--- config.mk ---
export PLATFORM = sky130hd
export DESIGN_NAME = note_pattern_ctrl
export DESIGN_NICKNAME = d
export VERILOG_FILES = /design/src/rtl/note_pattern_pkg.sv /design/src/rtl/note_pattern_ctrl_key_edge.sv /design/src/rtl/note_pattern_ctrl.sv
export SDC_FILE = /design/constraint.sdc
export NUM_CORES = 1
export LEC_CHECK = 0
export CAP_MARGIN = 10
export CORE_ASPECT_RATIO = 1.2
export CORE_MARGIN = 2
export CORE_UTILIZATION = 60
export CTS_CLUSTER_SIZE = 16
export DETAILED_ROUTE_END_ITERATION = 10
export GPL_TIMING_DRIVEN = 0
export PLACE_DENSITY = 0.81
export RECOVER_POWER = 50
export SLEW_MARGIN = 20
export SYNTH_ARGS = -nofsm -noshare
export SYNTH_HDL_FRONTEND = slang
export SYNTH_SLANG_ARGS = --single-unit
--- constraint.sdc ---
create_clock -name clk -period 5 [get_ports clk]
set_input_delay 0.75 -clock clk [delete_from_list [all_inputs] [get_ports clk]]
set_output_delay 0.75 -clock clk [all_outputs]
set_load 0.005 [all_outputs]
--- src/rtl/note_pattern_pkg.sv ---
// rtl/note_pattern_pkg.sv - shared types, pattern codes and note mapping for note_pattern_ctrl (MANUAL state under NOTE_PATTERN_CTRL_MANUAL_EN)
package note_pattern_pkg;

`ifdef NOTE_PATTERN_CTRL_MANUAL_EN
    typedef enum logic [1:0] {
        ST_IDLE   = 2'd0,
        ST_CAND   = 2'd1,
        ST_LOCKED = 2'd2,
        ST_MANUAL = 2'd3
    } state_t;
`else
    typedef enum logic [1:0] {
        ST_IDLE   = 2'd0,
        ST_CAND   = 2'd1,
        ST_LOCKED = 2'd2
    } state_t;
`endif

    localparam logic [1:0] PAT_STRIPES = 2'd0;
    localparam logic [1:0] PAT_HYPER   = 2'd1;
    localparam logic [1:0] PAT_CIRCLE  = 2'd2;
    localparam logic [1:0] PAT_DEFAULT = 2'd3;

    localparam logic [3:0] NOTE_NONE = 4'hF;

    function automatic logic [1:0] note_to_pattern(input logic [3:0] idx);
        logic [3:0] rem;
        rem = idx % 4'd3;
        return rem[1:0];
    endfunction

endpackage

--- src/rtl/note_pattern_ctrl_key_edge.sv ---
// rtl/note_pattern_ctrl_key_edge.sv - key_edge_detect: 2-flop key synchronizer with OR-reduced rising-edge pulse
module key_edge_detect #(
    parameter int w_key = 4
) (
    input  logic             clk,   // system clock
    input  logic             rst,   // synchronous, active-high
    input  logic [w_key-1:0] key,   // raw asynchronous push-buttons
    output logic             hit    // one-cycle pulse: some key just went high
);
    logic [w_key-1:0] sync1;
    logic [w_key-1:0] sync2;
    logic [w_key-1:0] prev;

    always_ff @(posedge clk) begin
        if (rst) begin
            sync1 <= '0;
            sync2 <= '0;
            prev  <= '0;
        end else begin
            sync1 <= key;
            sync2 <= sync1;
            prev  <= sync2;
        end
    end

    // Combinational so the FSM acts on the third edge after the key changes.
    assign hit = |(sync2 & ~prev);

endmodule

--- src/rtl/note_pattern_ctrl.sv ---
// rtl/note_pattern_ctrl.sv - debounced note-to-pattern FSM with animation tick; NOTE_PATTERN_CTRL_MANUAL_EN adds key override
module note_pattern_ctrl
    import note_pattern_pkg::*;
#(
    parameter int clk_mhz     = 50,
    parameter int w_key       = 4,
    parameter int confirm_cnt = 3,
    parameter int hold_ms     = 500,
    parameter int w_tick      = 20
) (
    input  logic             clk,       // single clock, posedge
    input  logic             rst,       // synchronous, active-high
    input  logic             note_vld,  // one-cycle note detect pulse
    input  logic [3:0]       note_idx,  // 0..11 valid
    input  logic [w_key-1:0] key,       // raw push-buttons
    output logic [1:0]       pattern,   // graphics pattern select
    output logic [3:0]       note_out,  // committed note, NOTE_NONE if none
    output logic             locked,    // LOCKED or MANUAL
    output logic             tick       // animation step enable
);
    localparam int            HOLD_CYC  = clk_mhz * 1000 * hold_ms;
    localparam int            TW        = $clog2(HOLD_CYC) + 1;
    localparam logic [TW-1:0] HOLD_LOAD = TW'(HOLD_CYC);
    localparam logic [3:0]    CONFIRM   = 4'(confirm_cnt);

    state_t            state;
    state_t            state_nx;
    logic [3:0]        cand;
    logic [3:0]        cand_nx;
    logic [3:0]        match;
    logic [3:0]        match_nx;
    logic [3:0]        note_nx;
    logic [1:0]        pat_nx;
    logic              locked_nx;
    logic [TW-1:0]     timer;
    logic [TW-1:0]     timer_nx;
    logic [w_tick-1:0] presc;
    logic              note_ok;
    logic              note_take;
    logic              expire;
    logic              fast;

    assign note_ok = note_vld && (note_idx <= 4'd11);
    // Fires on the cycle the counter would step down to zero.
    assign expire  = (state != ST_IDLE) && (timer <= TW'(1));

`ifdef NOTE_PATTERN_CTRL_MANUAL_EN
    logic key_hit;

    key_edge_detect #(
        .w_key(w_key)
    ) u_key_edge (
        .clk(clk),
        .rst(rst),
        .key(key),
        .hit(key_hit)
    );

    assign note_take = note_ok && (state != ST_MANUAL);
    assign fast      = (state == ST_LOCKED) || (state == ST_MANUAL);
    assign locked_nx = (state_nx == ST_LOCKED) || (state_nx == ST_MANUAL);
`else
    logic unused_key;
    assign unused_key = ^key;
    assign note_take  = note_ok;
    assign fast       = (state == ST_LOCKED);
    assign locked_nx  = (state_nx == ST_LOCKED);
`endif

    always_comb begin
        state_nx = state;
        cand_nx  = cand;
        match_nx = match;
        pat_nx   = pattern;
        note_nx  = note_out;
        timer_nx = (state == ST_IDLE) ? timer : timer - TW'(1);
`ifdef NOTE_PATTERN_CTRL_MANUAL_EN
        if (key_hit) begin
            state_nx = ST_MANUAL;
            pat_nx   = pattern + 2'd1;
            note_nx  = NOTE_NONE;
            timer_nx = HOLD_LOAD;
        end else
`endif
        if (note_take) begin
            // A valid note always reloads, so it overrides a same-cycle expiry.
            timer_nx = HOLD_LOAD;
            if (!((state == ST_LOCKED) && (note_idx == note_out))) begin
                cand_nx  = note_idx;
                match_nx = ((state == ST_CAND) && (note_idx == cand)) ? match + 4'd1 : 4'd1;
                if (match_nx >= CONFIRM) begin
                    state_nx = ST_LOCKED;
                    pat_nx   = note_to_pattern(note_idx);
                    note_nx  = note_idx;
                end else begin
                    state_nx = ST_CAND;
                end
            end
        end else if (expire) begin
            state_nx = ST_IDLE;
            // An unconfirmed candidate timing out leaves the last committed display alone.
            if (state != ST_CAND) begin
                pat_nx  = PAT_DEFAULT;
                note_nx = NOTE_NONE;
            end
        end
    end

    always_ff @(posedge clk) begin
        if (rst) begin
            state    <= ST_IDLE;
            cand     <= '0;
            match    <= '0;
            timer    <= '0;
            pattern  <= PAT_DEFAULT;
            note_out <= NOTE_NONE;
            locked   <= 1'b0;
            presc    <= '0;
        end else begin
            state    <= state_nx;
            cand     <= cand_nx;
            match    <= match_nx;
            timer    <= timer_nx;
            pattern  <= pat_nx;
            note_out <= note_nx;
            locked   <= locked_nx;
            presc    <= presc + w_tick'(1);
        end
    end

    // Locked animation runs twice as fast by ignoring the prescaler MSB.
    assign tick = fast ? (&presc[w_tick-2:0]) : (&presc);

endmodule
==> impl_metrics.toml <==
[synthesis]
syn_area_um2 = 3080
syn_nets = 371
synth_area_leaders = "dfxtp_1, xor2_1, nor2_1, xnor2_1, a21oi_1"
ys_ff_latch = 63
yosys.area.top_type = "dfxtp_1"
ys_types = 50
postSynthAreaPerCell_um2 = 8.72
ys_seq_area_frac = 0.410
synthFlopType = "dfxtp_1"
synth_top_cell_area_share = 0.410
synth_edf_count = 0
synthCells = 353
ys_async_sr_fraction = 0
ys.warnings.count = 0

[layout]
final_common_cell = "dfxtp_1"
register_area_um2 = 1260
nets = 394
layout_common_cells = "dfxtp_1, nor2_1, xor2_1"
fillers = 376
multi_input_area_um2 = 1720
drive_gt1_frac = 0.0761
syn_to_final_growth_pct = 13.9
antennaDiodeCount = 0

[power]
power_density_nw_per_um2 = 349
vdd_drop_max_mv = 0.222
leakagePower_nw = 1.31

[floorplan]
die-area_um2 = 5720
boundaryPins = 19
dieHeight_um = 82.5
row_count = 28
core_area_um2 = 4940
initial_core_util = 0.623
fp.dieW_um = 69.4

[detailed_routing]
drt_iter0_drc = 119
wl_per_cell_um = 13.8
vias_per_cell = 5.68
first_pass_iters = 4
routed_wl_um = 6070
drc = 0
vias = 2507
ant_nets = 0

[critical_path]
cp_max_fo = 5
critical_path_required_ps = 4250
start_kind = "register"
endpoint_kind = "output port"
path_class = "reg -> out"
cp.arrival_ps = 2350

[sta]
finalCriticalPeriod_ps = 3100
relSlewSlack = 0.244
finalMaxSlewViolations = 0
rsz0062_at_grt = "no"
whs_ps = 466
fin_crit_sh = 0.620
skew_ps = 5.36
setup_tns_ps = 0
setup_viol = 0
hold_viol = 0
worst_pin_slew_ps = 1120
fmax_mhz = 323

[clocking]
clk_pin_slew_worst_paths_ps = 70
clkSinkCount = 63
cts_buffer_depth = 2
numCtsBuffers = 9
hold_buffers = 0
cts.repair.resized = 0
cts-root-buf = "clkbuf_8"
cts_tree = "yes"
cts_setup_buffers = 0
clk_latency_ps = 330
cts_max_level = 3

[global_routing]
antenna_found_initial = 0
grt_pass1_vias = 2439
grt_pass1_wl_um = 10500
grt_use_total = 0.229
grt_max_degree = 11
overflow = 0

[placed_design]
dp_hpwl_um = 4130
globalplace.congestion = 0.757
numPortBuffers = 12

[flow_run]
cap_violations = 0

[min_path]
hp-class = "reg -> reg"

[run_status]
status = "finished clean"
[worst max-delay path: stages, from the launching register on]
cell             delay (ps)
dfxtp_1                 380
ha_1                    200
nand3_1                 180
nor3_1                  470
nand2_1                 150
nor2_1                  140
clkdlybuf4s50_1         500
[Yosys cell counts (2+ instances only)]
cell / n
nand4_1: 10
or4_1: 2
nand4b_1: 3
a31oi_1: 4
buf_2: 4
and2_1: 4
and4bb_1: 2
ha_1: 7
a21o_1: 2
or3_1: 2
inv_1: 8
dfxtp_1: 63
nand3_1: 17
nor4_1: 5
xor2_1: 28
or2_0: 2
mux2i_1: 8
nor2b_1: 4
o21ai_0: 7
nor3_1: 9
clkbuf_1: 5
nand2_1: 20
or4_4: 2
nor4_2: 2
a21oi_1: 22
buf_1: 4
nor2_1: 60
and3_1: 4
xnor2_1: 21
nand3b_1: 2
[sequential cells by signal, summed over array words and instances, names as in the netlist]
signal,cells
locked,1
timer,26
match,4
presc,20
note_out,4
cand,4
pattern,2
state,2
[kinds of logic (layout without fill, tap and decap cells)]
| family | count (synthesis) | after routing | share of synthesized area |
|---|---|---|---|
| adder cells (fa/ha/maj) | 7 | 7 | 0.0285 |
| buffers and inverters | 22 | 50 | 0.0309 |
| flip-flops | 63 | 63 | 0.410 |
| XOR/XNOR | 49 | 49 | 0.139 |
| multiplexers | 8 | 8 | 0.0260 |
| AND/OR/NAND/NOR | 159 | 159 | 0.276 |
| AO/OA/AOI/OAI | 45 | 45 | 0.0898 |
[final cells by class]
type,count,share of cell area
buffer,14,0.0182
clock buffer,13,0.0425
clock inverter,3,0.0257
inverter,8,0.00857
multi-input combinational,268,0.489
sequential,63,0.360
tap,60,0.0214
timing repair buffer,12,0.0343
[through the flow]
step | utilization | std cells | setup WS (ps) | power [W] | cell area (um^2)
6_report | 0.709 | 441 | 1900 | 0.00122 | 3500
3_3_place_gp | 0.663 | 425 | 1680 | 0.000695 | 3270
4_1_cts | 0.711 | 441 | 1890 | 0.00123 | 3510
5_1_grt | 0.709 | 441 | 1600 | 0.00127 | 3500
3_5_place_dp | 0.663 | 425 | 1620 | 0.000699 | 3270
2_1_floorplan | - | 353 | 1930 | 0.000667 | 3080
[path summary, 6_finish.rpt]
check | cells after the start | endpoint | from | slack (ps)
hold / removal | 1 | presc[0]$_SDFF_PP0_ | presc[0]$_SDFF_PP0_ | 470
hold reg to reg | 1 | presc[0]$_SDFF_PP0_ | presc[0]$_SDFF_PP0_ | 470
setup / recovery | 6 | tick | presc[0]$_SDFF_PP0_ | 1900
setup reg to reg | 6 | timer[11]$_SDFFE_PP0P_ | timer[2]$_SDFFE_PP0N_ | 2670
[metal layers]
| metal | track usage | part of all wire | vias to the layer above |
|---|---|---|---|
| li1 | - | - | 1276 |
| met1 | 0.252 | 0.44 | 1173 |
| met2 | 0.429 | 0.51 | 41 |
| met3 | 0.0643 | 0.027 | 17 |
| met4 | 0.0804 | 0.020 | 0 |
| met5 | 0 | 0 | - |
[where the power goes]
group,internal [W],total (W),switching (W)
registers,0.000522,0.000542,0.0000201
clock network,0.000346,0.000533,0.000187
logic,0.0000616,0.000149,0.0000877
No activity file was read; power rests on OpenSTA's default activity.
